`src/rtl/wide_unpack_tx.sv`:
```
// ---------------------------------------------------------------------------
// wide_unpack_tx
//
// Transmit side of the wide eFPGA data path. One WIDTH-bit word is taken in
// over a valid/ready handshake and sent out as BEATS narrow OUT_W-bit beats,
// least significant slice first, over a second valid/ready handshake toward
// the 32-bit user bus. When the downstream side keeps accepting, a new word
// is taken in the same cycle as the last beat of the previous word leaves,
// so consecutive words stream out with no idle cycles between them.
//
// Ports:
//   clk        single clock, all state changes on the rising edge
//   rst        asynchronous, active-high reset
//   in_valid   upstream word on in_data is valid
//   in_ready   block can take a word this cycle (0 while rst is high)
//   in_data    WIDTH-bit word to transmit
//   out_valid  out_data holds a beat
//   out_ready  downstream takes the beat this cycle
//   out_data   current OUT_W-bit beat
//   out_idx    index of the current beat within its word, 0..BEATS-1
//   out_last   current beat is the final beat of its word
//   busy       a word is being held and sent
// ---------------------------------------------------------------------------
module wide_unpack_tx #(
    parameter int WIDTH = 128,
    parameter int OUT_W = 32,
    parameter int BEATS = WIDTH / OUT_W,
    parameter int IDX_W = 2
) (
    input  logic             clk,
    input  logic             rst,
    input  logic             in_valid,
    output logic             in_ready,
    input  logic [WIDTH-1:0] in_data,
    output logic             out_valid,
    input  logic             out_ready,
    output logic [OUT_W-1:0] out_data,
    output logic [IDX_W-1:0] out_idx,
    output logic             out_last,
    output logic             busy
);

    // Two-state controller: waiting for a word, or sending one.
    localparam logic [0:0] ST_IDLE = 1'b0;
    localparam logic [0:0] ST_SEND = 1'b1;

    localparam logic [IDX_W-1:0] LAST_IDX = IDX_W'(BEATS - 1);
    localparam logic [IDX_W-1:0] IDX_ONE  = IDX_W'(1);

    logic [0:0]       state;
    logic [0:0]       state_nxt;
    logic [WIDTH-1:0] hold;
    logic [WIDTH-1:0] hold_nxt;
    logic [IDX_W-1:0] idx;
    logic [IDX_W-1:0] idx_nxt;

    logic in_fire;
    logic beat_fire;

    // The outputs come straight from state: out_valid and busy are the SEND
    // flag, and the beat is the low slice of the hold register. The hold
    // register is shifted down after each beat, so the next slice is always
    // sitting at the bottom and no output mux is needed.
    assign out_valid = (state == ST_SEND);
    assign busy      = (state == ST_SEND);
    assign out_data  = hold[OUT_W-1:0];
    assign out_idx   = idx;
    assign out_last  = out_valid & (idx == LAST_IDX);

    // A word can be taken while idle, or in the very cycle the last beat of
    // the current word is being accepted. That second term makes in_ready
    // depend combinationally on out_ready, which is what lets words stream
    // back to back. Reset forces in_ready low so nothing is taken while the
    // block is being cleared.
    assign in_ready  = ~rst & ((state == ST_IDLE) | (out_valid & out_ready & out_last));

    assign in_fire   = in_valid & in_ready;
    assign beat_fire = out_valid & out_ready;

    // Next-state logic. Everything holds by default, which covers the stall
    // case (beat offered but not accepted) and the case where in_valid is
    // raised mid-word: the upstream source must keep its word until it is
    // taken. A non-last beat shifts the hold register down one slice and
    // advances the index. After the last beat the index returns to 0 and
    // either the next word is loaded or the block drops back to idle with a
    // cleared register.
    always_comb begin
        state_nxt = state;
        hold_nxt  = hold;
        idx_nxt   = idx;
        case (state)
            ST_IDLE: begin
                if (in_fire) begin
                    hold_nxt  = in_data;
                    idx_nxt   = '0;
                    state_nxt = ST_SEND;
                end
            end
            ST_SEND: begin
                if (beat_fire) begin
                    if (out_last) begin
                        idx_nxt = '0;
                        if (in_fire) begin
                            hold_nxt  = in_data;
                            state_nxt = ST_SEND;
                        end else begin
                            hold_nxt  = '0;
                            state_nxt = ST_IDLE;
                        end
                    end else begin
                        hold_nxt = hold >> OUT_W;
                        idx_nxt  = idx + IDX_ONE;
                    end
                end
            end
            default: begin
                state_nxt = ST_IDLE;
                hold_nxt  = '0;
                idx_nxt   = '0;
            end
        endcase
    end

    // State registers. Reset clears everything asynchronously, so a word in
    // flight is dropped immediately and out_valid falls without waiting for
    // a clock edge; nothing of the old word survives into the next one.
    always_ff @(posedge clk or posedge rst) begin
        if (rst) begin
            state <= ST_IDLE;
            hold  <= '0;
            idx   <= '0;
        end else begin
            state <= state_nxt;
            hold  <= hold_nxt;
            idx   <= idx_nxt;
        end
    end

endmodule
```
`config.mk`:
```
export PLATFORM = sky130hd
export DESIGN_NAME = wide_unpack_tx
export DESIGN_NICKNAME = d
export VERILOG_FILES = /design/src/rtl/wide_unpack_tx.sv
export SDC_FILE = /design/constraint.sdc
export NUM_CORES = 1
export LEC_CHECK = 0
export CORE_MARGIN = 5
export CORE_UTILIZATION = 41
export CTS_BUF_LIST = sky130_fd_sc_hd__clkbuf_4
export CTS_CLUSTER_SIZE = 16
export DETAILED_ROUTE_END_ITERATION = 10
export PLACE_DENSITY = 0.79
export SYNTH_ARGS = -nofsm -noshare
export SYNTH_HDL_FRONTEND = slang
export SYNTH_SLANG_ARGS = --single-unit
```
`constraint.sdc`:
```
create_clock -name clk -period 5.6 [get_ports clk]
set_input_delay 1.12 -clock clk [delete_from_list [all_inputs] [get_ports clk]]
set_output_delay 1.12 -clock clk [all_outputs]
set_load 0.01 [all_outputs]
```
==> impl_metrics.yaml, run 1 <==
grt:
  grt_usage: 0.200
  grt_pass1_vias: 5239
  grt_first_pass_wirelength_um: 28800
  grt-ovfl-total: 0
  antenna_found_initial: 2
  grt_start_max_net_pins: 102
cts:
  cts_max_level: 4
  cts_sinks: 131
  post_cts_buffers: 0
  cts_root_buf: "clkbuf_4"
  tritoncts: "built"
  cts_resized: 0
  cts_buffers: 17
  worstSkewPairLatency_ns: 0.54
  clk_path_buf_depth: 2
  clk_pin_slew_ns: 0.12
  hold_buffers: 0
finish:
  syn_to_final_growth_pct: 27.0
  mostFrequentLayoutCell: "clkdlybuf4s50_1"
  final_cell_mix: "clkdlybuf4s50_1, dfrtp_1, o21ai_0"
  drive_gt1_frac: 0.0631
  fillCellCount: 1405
  num-nets-final: 897
detailed_routing:
  wl_met2_um: 8120
  routed_wirelength_um: 18300
  firstDrtPassIters: 5
  highest_layer: "met5"
  route.detailed.drc: 0
  num_vias: 5453
  route.met3.wl_um: 1240
  avgViaCountPerCell: 5.51
  ant_nets: 0
  wl_met1_um: 8700
  drt_iter0_markers: 455
  wl_per_cell_um: 18.5
place:
  dp_hpwl_um: 11900
  gp_congestion: 0.782
  port_buffers: 169
synth:
  synthCells: 669
  synth_nets: 802
  yosysSeqAreaShare: 0.512
  netlist_area_mm2: 0.00640
  ys_warn_count: 0
  avgSynthCellArea_um2: 9.57
  yosysUniqueCellTypes: 27
  ys_ff_latch: 131
sta:
  fmax_mhz: 279
  rsz0062_at_grt: "no"
  finalCriticalPeriod_ns: 3.58
  tightest_slew_ns: 1.07
  slew_headroom: 0.284
  hold_viol_final: 0
  period_share: 0.639
  setup_violations: 0
  fin_skew_ns: 0.0165
  finalMaxSlewViolations: 0
  fin_tns_setup_ns: 0
worst_setup_path:
  crit_fanout: 5
  crit_end: "in_ready"
  timing.rr.start: "out_idx[0]"
  worstPathArrival_ns: 2.46
  start_kind: "input pin"
  cp-end-kind: "primary output"
  crit_start: "out_ready"
  reg2reg_slack_ns: 2.97
  critPathRequiredTime_ns: 4.48
  worstSetupPathType: "in2out"
  rr_worst_depth: 5
  r2r-end: "hold[4]"
status:
  run_status: "completed"
pwr:
  power.density_mw_per_mm2: 496
  ir_drop_mv: 0.177
  p_leak_nw: 3.24
  total_power_w: 0.00404
die:
  start_util: 0.420
  die_area_mm2: 0.0182
  ios: 170
  fp.coreArea_mm2: 0.0153
  fp-row-count: 45
  dieWidth_um: 135
  die_y_um: 135
job:
  maxCapViolCount: 0
min_path:
  hold_path.class: "reg2reg"
routing by layer:
metal	track usage	up-vias
li1	-	2604
met1	0.296	2633
met2	0.295	196
met3	0.0473	18
met4	0.0577	2
met5	0	-
per-stage QoR:
step	setup WS, ns	cells	cell area (um^2)	hold WS [ns]	util
final	2.02	989	8140	0.516	0.533
after global placement	1.97	956	7860	0.488	0.515
after CTS	2.00	988	8130	0.520	0.533
after global routing	1.94	989	8140	0.541	0.533
after detailed placement	1.91	956	7860	0.492	0.515
after floorplan	0.963	669	6400	0.473	-
how the worst min path moves through the flow:
| stage | to | depth (start not counted) | from |
|---|---|---|---|
| finish | hold[120] | 1 | hold[120] |
| global route | hold[108] | 1 | hold[108] |
| CTS | hold[109] | 1 | hold[109] |
| detailed placement | hold[104] | 1 | hold[104] |
| global placement | hold[105] | 1 | hold[105] |
| floorplan | hold[100] | 1 | hold[100] |
synth_stat cells (all sizes together):
cell     instances  area share
or3b             1      0.0018
nand2           63       0.038
and4b            1      0.0016
a32o             1      0.0016
nor2b           37       0.036
nor2             1     0.00059
ha               1      0.0020
a22o            33       0.045
and2             2      0.0020
o21ai          133        0.10
inv              2      0.0012
a2bb2oi         37       0.052
a21oi            1     0.00078
buf             57       0.067
nor3b            1      0.0020
a31oi           60       0.059
dfrtp          131        0.51
nor3            60       0.047
nand3            1     0.00078
clkbuf          46       0.027
report_power, final:
group / total [W] / internal (W) / switching, W
logic: 0.00175 / 0.000863 / 0.000891
registers: 0.00166 / 0.00138 / 0.000281
clock network: 0.000621 / 0.000266 / 0.000355
total: 0.00404 / 0.00251 / 0.00153
final cells by class:
class                      instances  area (um^2)  share of cell area
timing repair buffer             179         1770               0.217
sequential                       131         3280               0.403
clock buffer                      18          135              0.0166
inverter                           2         12.5             0.00154
antenna                            1         2.50            0.000308
tap                              211          264              0.0325
clock inverter                    14          139              0.0171
multi-input combinational        433         2540               0.312
critical path: stages:
cell and delay [ns]:
clkdlybuf4s50_1 0.54, nand2_1 0.09, a21oi_1 0.16, clkdlybuf4s50_1 0.55
logic make-up after synthesis:
| kind of cell | count (synthesis) | synth area share |
|---|---|---|
| AO/OA/AOI/OAI | 265 | 0.262 |
| AND/OR/NAND/NOR | 167 | 0.130 |
| flip-flops | 131 | 0.512 |
| buffers and inverters | 105 | 0.0949 |
| adder cells (fa/ha/maj) | 1 | 0.00195 |
flip-flops by register name, summed over array words and instances (netlist names):
signal,flops
hold,128
out_idx,2
busy,1
(Power assumes the default switching activity.)
==> run 2: changes to the inputs <==
- clock period: 5.6 -> 3.5 ns (I/O delays scaled with it)
==> impl_metrics.yaml, run 2 (synthesis gave the netlist of run 1 again) <==
sta:
  fin_skew_ns: 0.0196
  finalWorstSetupSlack_ns: 0.737
  rsz0062_at_grt: "no"
  fin_tns_setup_ns: 0
  finalMaxSlewViolations: 0
  setup_violations: 0
  tightest_slew_ns: 0.854
  fmax_mhz: 362
  finalCriticalPeriod_ns: 2.76
  hold_viol_final: 0
  slew_headroom: 0.429
  period_share: 0.789
grt:
  grt-ovfl-total: 0
  grt_pass1_vias: 5444
  antenna_found_initial: 1
  grt_first_pass_wirelength_um: 29000
  grt_start_max_net_pins: 96
  grt_usage: 0.204
cts:
  worstSkewPairLatency_ns: 0.58
  clk_path_buf_depth: 2
  hold_buffers: 0
  cts_buffers: 17
  tritoncts: "built"
  cts_sinks: 131
  cts_resized: 0
  cts_max_level: 4
  cts_root_buf: "clkbuf_4"
  post_cts_buffers: 0
  clk_pin_slew_ns: 0.12
place:
  pre_cts_slack_ns: 0.556
  dp_hpwl_um: 12300
  port_buffers: 169
  gp_congestion: 0.806
pwr:
  power.density_mw_per_mm2: 784
  p_leak_nw: 3.26
  ir_drop_mv: 0.384
finish:
  fillCellCount: 1390
  num-nets-final: 904
  mostFrequentLayoutCell: "clkdlybuf4s50_1"
  drive_gt1_frac: 0.0690
  top_register: "hold"
  largest_register_ff_count: 128
  syn_to_final_growth_pct: 27.5
  final_cell_mix: "clkdlybuf4s50_1, dfrtp_1, o21ai_0"
job:
  maxCapViolCount: 0
detailed_routing:
  avgViaCountPerCell: 5.56
  routed_wirelength_um: 18300
  drt_iter0_markers: 462
  num_vias: 5528
  route.detailed.drc: 0
  firstDrtPassIters: 5
  wl_per_cell_um: 18.4
  ant_nets: 0
worst_setup_path:
  start_kind: "flop"
  worstPathArrival_ns: 2.06
  cp-end-kind: "primary output"
  timing.rr.start: "out_idx[0]"
  crit_fanout: 4
  crit_start: "out_idx[0]"
  critPathRequiredTime_ns: 2.80
  worstSetupPathType: "reg2out"
die:
  start_util: 0.420
  ios: 170
  die_area_mm2: 0.0182
  fp-row-count: 45
  fp.coreArea_mm2: 0.0153
  die_y_um: 135
  dieWidth_um: 135
min_path:
  min_from: "hold[124]"
  hold_path.class: "reg2reg"
status:
  run_status: "completed"
[run 2: metal layers]
layer	global-route usage	up-vias	routed length [um]
met4	0.0845	0	420
met3	0.0604	34	1410
li1	-	2614	-
met2	0.297	237	8240
met1	0.284	2643	8210
met5	0	-	0
[run 2: area by class of cell]
| type | instances | area, um^2 | share of cell area |
|---|---|---|---|
| Antenna cell | 1 | 2.50 | 0.000306 |
| Clock buffer | 18 | 135 | 0.0165 |
| Clock inverter | 13 | 95.1 | 0.0116 |
| Inverter | 2 | 11.3 | 0.00138 |
| Multi-Input combinational cell | 433 | 2540 | 0.311 |
| Sequential cell | 131 | 3280 | 0.401 |
| Tap cell | 211 | 264 | 0.0323 |
| Timing Repair Buffer | 186 | 1840 | 0.226 |
[run 2: power breakdown]
part           switching [W]  leakage (nW)  total, W  internal [W]
logic                0.00144          1.56   0.00285       0.00141
clock network       0.000559         0.119  0.000898      0.000339
registers           0.000450          1.58   0.00266       0.00221
total                0.00245          3.26   0.00640       0.00395
[run 2: path summary, 6_finish.rpt]
kind	slack [ns]	cells past startpoint	endpoint
max in group asynchronous	2.30	3	hold[54]
min in group asynchronous	0.77	3	out_idx[1]
worst max register to register	1.11	6	hold[65]
worst max-delay path	0.74	4	in_ready
worst min register to register	0.52	1	hold[124]
worst min-delay path	0.52	1	hold[124]
[run 2: metrics by stage]
step                hold slack (ns)  power [W]   util  cells  cell area (um^2)
finish                        0.517    0.00640  0.535    995              8170
global route                  0.528    0.00688  0.535    995              8170
CTS                           0.521    0.00645  0.535    994              8170
detailed placement            0.493    0.00555  0.520    963              7940
global placement              0.487    0.00545  0.520    963              7940
floorplan                     0.473    0.00467      -    669              6410
[run 2: worst max-delay path, cell delays in order, from the launching register on]
cell and delay [ns]:
dfrtp_1 0.44, ha_1 0.24, nand2_1 0.09, a21oi_1 0.16
clkdlybuf4s50_1 0.56
==> run 3: changes to the inputs <==
- clock period: 3.5 -> 2.7 ns (I/O delays scaled with it)
==> impl_metrics.yaml, run 3 (synthesis gave the netlist of run 1 again) <==
detailed_routing:
  drt_iter0_markers: 482
  highest_layer: "met5"
  route.detailed.drc: 0
  routed_wirelength_um: 18400
  avgViaCountPerCell: 5.50
  firstDrtPassIters: 5
  num_vias: 5489
  wl_per_cell_um: 18.5
  wl_met1_um: 8440
  ant_nets: 0
  wl_met2_um: 8340
  route.met3.wl_um: 1240
place:
  dpl-instance-area_mm2: 0.00801
  numPlacedInstances: 963
  port_buffers: 169
  gp_congestion: 0.797
  dp_hpwl_um: 12300
grt:
  grt-ovfl-total: 0
  grt_first_pass_wirelength_um: 28800
  grt_usage: 0.201
  grt_pass1_vias: 5364
  antenna_found_initial: 3
  grt_start_max_net_pins: 113
finish:
  largest_register_ff_count: 128
  mostFrequentLayoutCell: "clkdlybuf4s50_1"
  drive_gt1_frac: 0.0777
  finish.utilization: 0.546
  top_register: "hold"
  final_cell_area_mm2: 0.00833
  num-nets-final: 905
  final_cells: 998
  syn_to_final_growth_pct: 30.1
  final_cell_mix: "clkdlybuf4s50_1, dfrtp_1, o21ai_0"
cts:
  tritoncts: "built"
  cts_root_buf: "clkbuf_4"
  cts_buffers: 17
  clk_pin_slew_ns: 0.12
  clk_path_buf_depth: 2
  cts_max_level: 4
  worstSkewPairLatency_ns: 0.54
  cts_sinks: 131
sta:
  slew_headroom: 0.559
  fin_skew_ns: 0.0147
  rsz0062_at_grt: "no"
  finalMaxSlewViolations: 0
  fmax_mhz: 388
  finalCriticalPeriod_ns: 2.58
  hold_viol_final: 0
  setup_violations: 0
  period_share: 0.955
  tightest_slew_ns: 0.662
die:
  start_util: 0.420
  die_y_um: 135
  fp.coreArea_mm2: 0.0153
  die_area_mm2: 0.0182
  dieWidth_um: 135
  fp-row-count: 45
  ios: 170
pwr:
  power.density_mw_per_mm2: 1040
  p_leak_nw: 3.31
  ir_drop_mv: 0.354
worst_setup_path:
  start_kind: "flop"
  crit_fanout: 5
  worstPathArrival_ns: 2.04
  cp-end-kind: "primary output"
  worstSetupPathType: "reg2out"
  critPathRequiredTime_ns: 2.16
job:
  maxCapViolCount: 0
status:
  run_status: "completed"
min_path:
  hold_path.class: "reg2reg"
run 3: power by group:
group          switching, W  total, W  internal, W  leakage (nW)
logic               0.00191   0.00381      0.00190          1.58
registers          0.000578   0.00344      0.00286          1.58
clock network      0.000774   0.00142     0.000647         0.151
run 3: critical path, stage by stage (launching register included):
cell,delay [ns]
dfrtp_1,0.42
ha_2,0.28
nand2_1,0.09
a21oi_1,0.15
clkdlybuf4s50_1,0.56
run 3: final timing paths:
kind | from | endpoint | slack (ns) | cells after the start
min in group asynchronous | rst | hold[31] | 0.63 | 3
max in group asynchronous | rst | hold[53] | 1.45 | 3
setup / recovery | out_idx[1] | in_ready | 0.12 | 4
hold / removal | hold[122] | hold[122] | 0.52 | 1
setup reg to reg | out_idx[1] | hold[1] | 0.80 | 5
hold reg to reg | hold[122] | hold[122] | 0.52 | 1
run 3: cell type report:
type                    instances  area (um^2)
multi-input cells             433         2540
well taps                     211          264
fillers                      1372         6920
diodes                          2         5.00
clock buffers                  17          128
flip-flops and latches        131         3280
clock inverters                15          181
inverters                       2         11.3
repair buffers                187         1930
run 3: what timing repair did:
item	4_1_cts	5_1_grt
endpoints found under the setup margin	1	1
hold endpoints to repair	0	0
resized for setup	1	0
setup buffers	0	1
hold buffers	0	0
run 3: routing by layer:
metal,vias up,track usage
li1,2615,-
met4,2,0.0694
met1,2638,0.284
met3,28,0.0499
met5,-,0
met2,206,0.304
run 3: through the flow:
| stage | TNS [ns] | total power [W] | hold slack, ns | setup slack (ns) |
|---|---|---|---|---|
| after floorplan | -0.265 | 0.00606 | 0.473 | -0.265 |
| after global routing | 0 | 0.00928 | 0.503 | 0.00282 |
| final | 0 | 0.00866 | 0.518 | 0.121 |
| after global placement | 0 | 0.00715 | 0.489 | 0.297 |
| after CTS | 0 | 0.00871 | 0.491 | 0.0494 |
| after detailed placement | 0 | 0.00729 | 0.492 | 0.278 |
